### config.mk
export PLATFORM = sky130hd
export DESIGN_NAME = paddle_stream_sequencer
export DESIGN_NICKNAME = d
export VERILOG_FILES = /design/src/rtl/paddle_pkg.sv /design/src/rtl/pixel_coord_counter.sv /design/src/rtl/paddle_stream_sequencer.sv
export SDC_FILE = /design/constraint.sdc
export NUM_CORES = 1
export LEC_CHECK = 0
export CAP_MARGIN = 10
export CORE_ASPECT_RATIO = 1.75
export CORE_MARGIN = 1.5
export CORE_UTILIZATION = 53
export DETAILED_ROUTE_END_ITERATION = 16
export PLACE_DENSITY_LB_ADDON = 0.08
export SKIP_LAST_GASP = 1
export SLEW_MARGIN = 10
export SYNTH_ARGS = -nofsm -noshare
export SYNTH_HDL_FRONTEND = slang
export SYNTH_SLANG_ARGS = --single-unit
### constraint.sdc
create_clock -name clk -period 6.01 [get_ports clk]
set_input_delay 1.202 -clock clk [delete_from_list [all_inputs] [get_ports clk]]
set_output_delay 1.202 -clock clk [all_outputs]
set_load 0.02 [all_outputs]
### src/rtl/paddle_pkg.sv
// paddle_pkg: shared sequencer state type and default geometry for the paddle pipeline
package paddle_pkg;
  localparam int DEF_CNT_WIDTH = 13;
  localparam int DEF_LINE_WIDTH = 640;
  localparam int DEF_FRAME_HEIGHT = 480;
  localparam int DEF_WIN_SIZE = 5;
  typedef enum logic [1:0] {IDLE, ARMED, ACTIVE} seq_state_t;
endpackage

### src/rtl/pixel_coord_counter.sv
// pixel_coord_counter: row/col position of the current pixel with restart and last-pixel flag
module pixel_coord_counter import paddle_pkg::*; #(
  parameter int LINE_WIDTH = DEF_LINE_WIDTH,
  parameter int FRAME_HEIGHT = DEF_FRAME_HEIGHT,
  parameter int CNT_WIDTH = DEF_CNT_WIDTH
) (
  input  logic                 clk,
  input  logic                 reset,
  input  logic                 inc,
  input  logic                 restart,
  output logic [CNT_WIDTH-1:0] pix_row,
  output logic [CNT_WIDTH-1:0] pix_col,
  output logic                 last
);
  localparam logic [CNT_WIDTH-1:0] LAST_COL = CNT_WIDTH'(LINE_WIDTH - 1);
  localparam logic [CNT_WIDTH-1:0] LAST_ROW = CNT_WIDTH'(FRAME_HEIGHT - 1);
  logic [CNT_WIDTH-1:0] row_q, row_d, col_q, col_d;
  logic col_wrap;
  always_comb begin
    pix_row = restart ? '0 : row_q;
    pix_col = restart ? '0 : col_q;
    col_wrap = pix_col == LAST_COL;
    last = col_wrap && pix_row == LAST_ROW;
    col_d = inc ? (col_wrap ? '0 : pix_col + CNT_WIDTH'(1)) : pix_col;
    row_d = (inc && col_wrap) ? (last ? '0 : pix_row + CNT_WIDTH'(1)) : pix_row;
  end
  always_ff @(posedge clk) begin
    if (reset) begin
      row_q <= '0;
      col_q <= '0;
    end else begin
      row_q <= row_d;
      col_q <= col_d;
    end
  end
endmodule

### src/rtl/paddle_stream_sequencer.sv
// paddle_stream_sequencer: frame capture sequencer producing pixel coordinates, window-centre and frame timing
module paddle_stream_sequencer import paddle_pkg::*; #(
  parameter int LINE_WIDTH = DEF_LINE_WIDTH,
  parameter int FRAME_HEIGHT = DEF_FRAME_HEIGHT,
  parameter int WIN_SIZE = DEF_WIN_SIZE,
  parameter int CNT_WIDTH = DEF_CNT_WIDTH
) (
  input  logic                 clk,
  input  logic                 reset,
  input  logic                 start,
  input  logic                 stop,
  input  logic                 continuous,
  input  logic                 in_valid,
  input  logic                 in_sof,
  output logic                 img_in_valid,
  output logic [CNT_WIDTH-1:0] row,
  output logic [CNT_WIDTH-1:0] col,
  output logic                 frame_code,
  output logic                 win_valid,
  output logic [CNT_WIDTH-1:0] win_row,
  output logic [CNT_WIDTH-1:0] win_col,
  output logic                 frame_done,
  output logic                 busy,
  output logic                 err_sync
);
  localparam logic [CNT_WIDTH-1:0] WIN_MIN = CNT_WIDTH'(WIN_SIZE - 1);
  localparam logic [CNT_WIDTH-1:0] WIN_H = CNT_WIDTH'((WIN_SIZE - 1) / 2);
  if (((LINE_WIDTH - 1) >> CNT_WIDTH) != 0 || ((FRAME_HEIGHT - 1) >> CNT_WIDTH) != 0 ||
      WIN_SIZE % 2 == 0 || WIN_SIZE > LINE_WIDTH || WIN_SIZE > FRAME_HEIGHT) begin : g_bad_params
    $error("paddle_stream_sequencer: invalid geometry parameters");
  end
  seq_state_t state_q, state_d;
  logic stop_pend_q, stop_pend_d, err_q, err_d, fc_q, fc_d;
  logic img_q, img_d, win_q, win_d, done_q, done_d, busy_q, busy_d;
  logic [CNT_WIDTH-1:0] row_q, row_d, col_q, col_d, wrow_q, wrow_d, wcol_q, wcol_d;
  logic [CNT_WIDTH-1:0] pix_row, pix_col;
  logic accept, sof_acc, last, done, stop_eff;
  pixel_coord_counter #(
    .LINE_WIDTH(LINE_WIDTH),
    .FRAME_HEIGHT(FRAME_HEIGHT),
    .CNT_WIDTH(CNT_WIDTH)
  ) u_cnt (
    .clk(clk),
    .reset(reset),
    .inc(accept),
    .restart(sof_acc),
    .pix_row(pix_row),
    .pix_col(pix_col),
    .last(last)
  );
  always_comb begin
    accept = in_valid && (state_q == ACTIVE || (state_q == ARMED && in_sof && !stop));
    sof_acc = accept && in_sof;
    done = accept && last;
    stop_eff = stop_pend_q || (state_q == ACTIVE && stop);
    state_d = state_q;
    err_d = err_q;
    stop_pend_d = (state_q == ACTIVE && stop) ? 1'b1 : stop_pend_q;
    if (state_q == IDLE && start && !stop) begin
      state_d = ARMED;
      err_d = 1'b0;
    end
    if (state_q == ARMED && stop) state_d = IDLE;
    if (sof_acc) begin
      state_d = ACTIVE;
      err_d = err_q || state_q == ACTIVE;
    end
    if (done) begin
      state_d = (continuous && !stop_eff) ? ARMED : IDLE;
      stop_pend_d = 1'b0;
    end
    fc_d = fc_q ^ sof_acc;
    img_d = accept;
    row_d = accept ? pix_row : row_q;
    col_d = accept ? pix_col : col_q;
    win_d = accept && pix_row >= WIN_MIN && pix_col >= WIN_MIN;
    wrow_d = win_d ? pix_row - WIN_H : wrow_q;
    wcol_d = win_d ? pix_col - WIN_H : wcol_q;
    done_d = done;
    busy_d = state_q != IDLE;
  end
  always_ff @(posedge clk) begin
    if (reset) begin
      state_q <= IDLE;
      stop_pend_q <= 1'b0;
      err_q <= 1'b0;
      fc_q <= 1'b0;
      img_q <= 1'b0;
      win_q <= 1'b0;
      done_q <= 1'b0;
      busy_q <= 1'b0;
      row_q <= '0;
      col_q <= '0;
      wrow_q <= '0;
      wcol_q <= '0;
    end else begin
      state_q <= state_d;
      stop_pend_q <= stop_pend_d;
      err_q <= err_d;
      fc_q <= fc_d;
      img_q <= img_d;
      win_q <= win_d;
      done_q <= done_d;
      busy_q <= busy_d;
      row_q <= row_d;
      col_q <= col_d;
      wrow_q <= wrow_d;
      wcol_q <= wcol_d;
    end
  end
  assign img_in_valid = img_q;
  assign row = row_q;
  assign col = col_q;
  assign frame_code = fc_q;
  assign win_valid = win_q;
  assign win_row = wrow_q;
  assign win_col = wcol_q;
  assign frame_done = done_q;
  assign busy = busy_q;
  assign err_sync = err_q;
endmodule

# [Word-level counts from Yosys, hierarchy flattened]
# Cells that the tools add are included.
[totals] register_bits=87 input_bits=7 elab_cells=62
[op_classes] n_addsub=4 n_lt_le_gt_ge=2 n_eq_ne=4 n_mux=13 n_bitwise=1 reduce_logical=24
[op_table] operator="$mux W13" count=6
[op_table] operator="$add A13 B1 Y13 const B" count=2
[op_table] operator="$ge A13 B3 Y1 const B" count=2
[op_table] operator="$sub A13 B2 Y13 const B" count=2
[op_table] operator="$logic_and A1 B1 Y1" count=14
[op_table] operator="$eq A13 B10 Y1 const B" count=1
[op_table] operator="$eq A13 B9 Y1 const B" count=1
[op_table] operator="$mux W2" count=4
[op_table] operator="$reduce_bool A2 Y1" count=2
[op_table] operator="$reduce_bool A4 Y1" count=1
[op_table] operator="$logic_or A1 B1 Y1" count=3
[op_table] operator="$mux W1" count=3
[op_table] operator="$eq A2 B1 Y1 const B" count=1
[op_table] operator="$eq A2 B2 Y1 const B" count=1
[op_table] operator="$logic_not A1 Y1" count=2
[op_table] operator="$logic_not A2 Y1" count=1
[op_table] operator="$reduce_or A2 Y1" count=1
[op_table] operator="$xor A1 B1 Y1" count=1

# [Longest topological paths before layout]
[depth] ltp_word=11 depth_mapped=13 mapped_depth_nobuf=10

# [Cells and area by module]
# A second synthesis with hierarchy kept.
[unflattened] cells_unflattened=507 hier_area_um2=4381.7
[modules_own_cells] module="paddle_stream_sequencer" instances=1 cells_each=311 area_each_um2=2780.2 seq_area_each_um2=1221.2
[modules_own_cells] module="pixel_coord_counter" instances=1 cells_each=196 area_each_um2=1601.5 seq_area_each_um2=520.5

# [Least setup slack after synthesis]
# OpenSTA, ideal clock, no wires.
[synth_path] path_type="in2reg" startpoint="input port stop" endpoint="register u_cnt.row_q[12]" t_arrival_ns=3.364 t_required_ns=5.940 setup_slack_ns=2.575 path_stages=11 n_path_buf=1 path_cell_list="nor3b_2 o21bai_2 clkbuf_1 nand2_1 inv_1 ha_1 and2_1 and4_1 nand4_1 or4_1 a21oi_1"
[synth_between] elab_chain_cells=10 elab_cells_between_ends=14 classes_between="add/sub (1); eq/ne (2); mux (4); reduce/logical (7)"
[synth_lines] item="start, declared" line="paddle_stream_sequencer.sv:11" source="input logic stop,"
[synth_lines] item="$logic_not A1 Y1 (*)" line="paddle_stream_sequencer.sv:52" source="accept = in_valid && (state_q == ACTIVE || (state_q == ARMED && in_sof && !stop));"
[synth_lines] item="$logic_and A1 B1 Y1 (*)" line="paddle_stream_sequencer.sv:52"
[synth_lines] item="$logic_or A1 B1 Y1 (*)" line="paddle_stream_sequencer.sv:52"
[synth_lines] item="$logic_and A1 B1 Y1 (*)" line="paddle_stream_sequencer.sv:52"
[synth_lines] item="$logic_and A1 B1 Y1 (*)" line="paddle_stream_sequencer.sv:53" source="sof_acc = accept && in_sof;"
[synth_lines] item="$mux W13 (*)" line="pixel_coord_counter.sv:21" source="pix_col = restart ? '0 : col_q;"
[synth_lines] item="via pix_col[1]" line="paddle_stream_sequencer.sv:36" source="logic [CNT_WIDTH-1:0] pix_row, pix_col;"
[synth_lines] item="$eq A13 B10 Y1 (*)" line="pixel_coord_counter.sv:22" source="col_wrap = pix_col == LAST_COL;"
[synth_lines] item="$logic_and A1 B1 Y1" line="pixel_coord_counter.sv:23" source="last = col_wrap && pix_row == LAST_ROW;"
[synth_lines] item="$mux W13" line="pixel_coord_counter.sv:25" source="row_d = (inc && col_wrap) ? (last ? '0 : pix_row + CNT_WIDTH'(1)) : pix_row;"
[synth_lines] item="$mux W13 (*)" line="pixel_coord_counter.sv:25"
[synth_lines] item="end signal, assigned" line="pixel_coord_counter.sv:32" source="row_q <= row_d;"
[synth_lines] item="end, declared" line="pixel_coord_counter.sv:17" source="logic [CNT_WIDTH-1:0] row_q, row_d, col_q, col_d;"
# Mark *: on every way through the listed nets, which the timed path passes. The rest lies on a longest branch.
# A chain may end at the register's enable or synchronous reset.

# [Worst setup path in the final report]
[layout_path] startpoint="input port stop" endpoint="register u_cnt.row_q[12]"
[layout_between] elab_chain_cells=10 elab_cells_between_ends=14 classes_between="add/sub (1); eq/ne (2); mux (4); reduce/logical (7)"
[layout_lines] item="$logic_not A1 Y1 (*)" line="paddle_stream_sequencer.sv:52"
[layout_lines] item="$logic_and A1 B1 Y1 (*)" line="paddle_stream_sequencer.sv:52"
[layout_lines] item="$logic_or A1 B1 Y1 (*)" line="paddle_stream_sequencer.sv:52"
[layout_lines] item="$logic_and A1 B1 Y1 (*)" line="paddle_stream_sequencer.sv:52"
[layout_lines] item="$logic_and A1 B1 Y1 (*)" line="paddle_stream_sequencer.sv:53"
[layout_lines] item="$mux W13 (*)" line="pixel_coord_counter.sv:20" source="pix_row = restart ? '0 : row_q;"
[layout_lines] item="via pix_row[0]" line="paddle_stream_sequencer.sv:36"
[layout_lines] item="parallel branches: the longest is 2 deep, another holds $add A13 B1 Y13"
[layout_lines] item="$mux W13 (*) (2 in series)" line="pixel_coord_counter.sv:25"
# Mark *: on every way through the listed nets, which the timed path passes.

==> run metrics <==
# clock sinks=between 80 and 90; type of the setup path with the least slack=input port to flip-flop; summed instance area of the synthesized netlist=4260 um^2; Area after DPL=4820 um^2; Finished Core Util=65.5%; Final Cycle Share=71.9%; proportion of synthesized chip area in sequential cells=40.9%; number of gates on the worst path with buffers counted=11; hold buffer count at cts=0; post-synthesis area per instance=8.27 um^2; min-delay worst type=flip-flop to flip-flop; clock skew=approximately 0.009 ns; r2r startpoint=state_q[0]; maximum number of buffers from clock root to sink=2; element type at the critical path start=input port; GPL Wtd Cong=just over 0.9; Hold Fails Final Rpt=0; I/O pin count=65; final count of pins violating max slew=0; post-CTS repair timing setup buffer count=0; Most common cell on crit path=sky130_fd_sc_hd__nand4_1; Initial Util=a little over half; Final Setup Violations=0; final standard cell area without fillers=5140 um^2; total die area=between 8000 and 9000 um^2; number of nets in the final layout=561; Max IR drop VDD=0.222 mV; Yosys top cell by area=sky130_fd_sc_hd__dfxtp_1; Antenna Violating Nets Remaining=0; share of the synthesized area in the top cell type=40.9%; Worst Path Buf+Inv=2; headroom to the max-slew limit=28.2%; post-CTS sizing=0; total routing resource utilization after global routing=a little over a quarter; total of buffers placed on input and output ports=64; Avg Vias per Cell=between 6 and 7; worst slew pin tran=1.08 ns; antenna violations before repair=0; Crit. Startpoint=stop; Routed WL=11600 um; synth unique cells=60; drt wl/cell=18.0 um; number of buffers inserted during clock tree synthesis=9; Synth async-reset ratio=0%; kind of cell adding the most delay to the critical path=simple AND/OR/NAND/NOR gates; dominant register cell in the synthesized netlist=sky130_fd_sc_hd__dfxtp_1; wire length of the first global-routing pass=~18000 um; synth-to-layout area growth=20.8%; most common cell after layout, fill and taps aside=sky130_fd_sc_hd__dfxtp_1; Clk pin slew, worst setup/hold paths=around 0.070 ns; routed via count=approximately 4000; Crit Path Max Fanout=33; yosys warns=0; Largest stage delay, worst path=0.63 ns; leakage=1.81 nW; pin count of the biggest net entering global routing=45; GRT overflow=0; clock root buffer=sky130_fd_sc_hd__clkbuf_16; Crit path required time=between 6 and 7 ns; Fmax achieved=231 MHz; Hold Path Stages=2; Worst R2R Setup Slack=roughly 2.5 ns; hold path startpoint=row[0]; endpoint type of the worst setup path=flip-flop; # DRC=0; fin crit period=4.32 ns; status=complete, no violations; cell type of the slowest stage on the worst timing path=sky130_fd_sc_hd__o21bai_4; CP arrival=4.59 ns; Clk Latency, worst-skew pair=0.34 ns; placeable core area=7860 um^2; unrepaired setup endpoints after global routing=no; Synth Register Bits=87; maxcap violations=0; final HPWL from detailed placement=8260 um; vertical die dimension=122 um; Filler Cells Inserted=700; initial drt markers=243; Net Count, Synth=530; instance count of the mapped netlist=515; number of enable flip-flop cells after synthesis=0; synth top area cells=sky130_fd_sc_hd__dfxtp_1, sky130_fd_sc_hd__nand2_1, sky130_fd_sc_hd__a21oi_1; horizontal die dimension=70.7 um; commonest cells after routing, fill and taps aside=sky130_fd_sc_hd__dfxtp_1, sky130_fd_sc_hd__nand2_1, sky130_fd_sc_hd__clkdlybuf4s50_1, sky130_fd_sc_hd__nor2_1, sky130_fd_sc_hd__a21oi_1; Post-Route Setup TNS=0 ns; vias in the first global route=3754; worst hold slack=0.459 ns; iteration count of the initial detailed-routing pass=7; n_diodes=0; CP Cell Sequence=clkdlybuf4s50_1, nor3b_2, o21bai_4, nand2_1, inv_1, ha_1, nand4_1, a211oi_2, nand4_1, or4_1, a21oi_1; power density over the cells=around 230 nW/um^2; TritonCTS clock tree=yes; ratio of cells with drive above 1 in the final layout=6.90%; row count=43; path depth of the worst reg2reg path=10; number of H-tree branching levels=3
## per-stage QoR
step                      instances  power, mW  setup WS [ns]
after CTS                       641       1.20           1.71
final                           641       1.20           1.69
after global routing            641       1.22           1.44
after global placement          625      0.624           1.51
after floorplan                 515      0.613           2.58
after detailed placement        625      0.624           1.37
## flip-flops by register name, summed over array words and instances, names as in the netlist
| name | cells |
|---|---|
| row | 13 |
| win_row | 13 |
| stop_pend_q | 1 |
| err_sync | 1 |
| img_in_valid | 1 |
| win_valid | 1 |
| frame_code | 1 |
| state_q | 2 |
| u_cnt.col_q | 13 |
| u_cnt.row_q | 13 |
| frame_done | 1 |
| win_col | 13 |
| col | 13 |
| busy | 1 |
## logic make-up after synthesis
kind of cell	share of synthesized area (%)
DFF	40.9
buffers and inverters	5.88
xor gates and xnor gates	5.14
AOI/OAI and AO/OA	17.1
adders and majority gates	2.35
and+or+nand+nor	28.6
## synthesized netlist by cell type (all sizes together) (2+ instances only)
library cell / n
nand3b: 10
xnor2: 13
a311oi: 8
nand2b: 4
and4: 6
nand4: 16
nand2: 66
nor4b: 2
nor2: 57
nor3: 16
nand3: 21
inv: 8
o41ai: 2
dfxtp: 87
a211oi: 10
nor4: 6
o22ai: 2
and3: 5
a211o: 2
buf: 23
nand4b: 2
or4: 6
o21ai: 14
o32ai: 2
xor2: 12
o21bai: 3
a21oi: 45
clkbuf: 25
and2: 4
a22oi: 8
ha: 8
nor3b: 3
o31ai: 3
## report_power, final
group / total [mW] / switching [mW] / internal [mW]
Clock: 0.585 / 0.229 / 0.356
Sequential: 0.579 / 0.00166 / 0.578
Combinational: 0.0318 / 0.0213 / 0.0106
## path summary, 6_finish.rpt
path,to
setup / recovery,u_cnt.row_q[12]
hold / removal,row[0]
setup reg to reg,u_cnt.row_q[12]
hold reg to reg,row[0]
## tightest hold or removal path, cell delays in order, from the launching register on
cell	delay (ns)
sky130_fd_sc_hd__dfxtp_1	0.31
sky130_fd_sc_hd__nand2_1	0.05
sky130_fd_sc_hd__a21oi_1	0.05
## area by class of cell
type | instances | area (um^2) | area share (%)
sequential | 87 | 1740 | 33.9
clock buffer | 12 | 267 | 5.18
timing repair buffer | 68 | 666 | 12.9
tap | 90 | 113 | 2.19
multi-input combinational | 372 | 2270 | 44.2
inverter | 8 | 30.0 | 0.584
clock inverter | 4 | 52.6 | 1.02
## routing by layer
metal / vias up / GRT usage, % / share of wire [%]
li1: 1879 / - / -
met1: 1871 / 30.2 / 39
met2: 148 / 48.8 / 53
met3: 40 / 5.05 / 4.3
met4: 0 / 12.6 / 4.2
met5: - / 0 / 0
No activity file was read; power rests on OpenSTA's default activity.
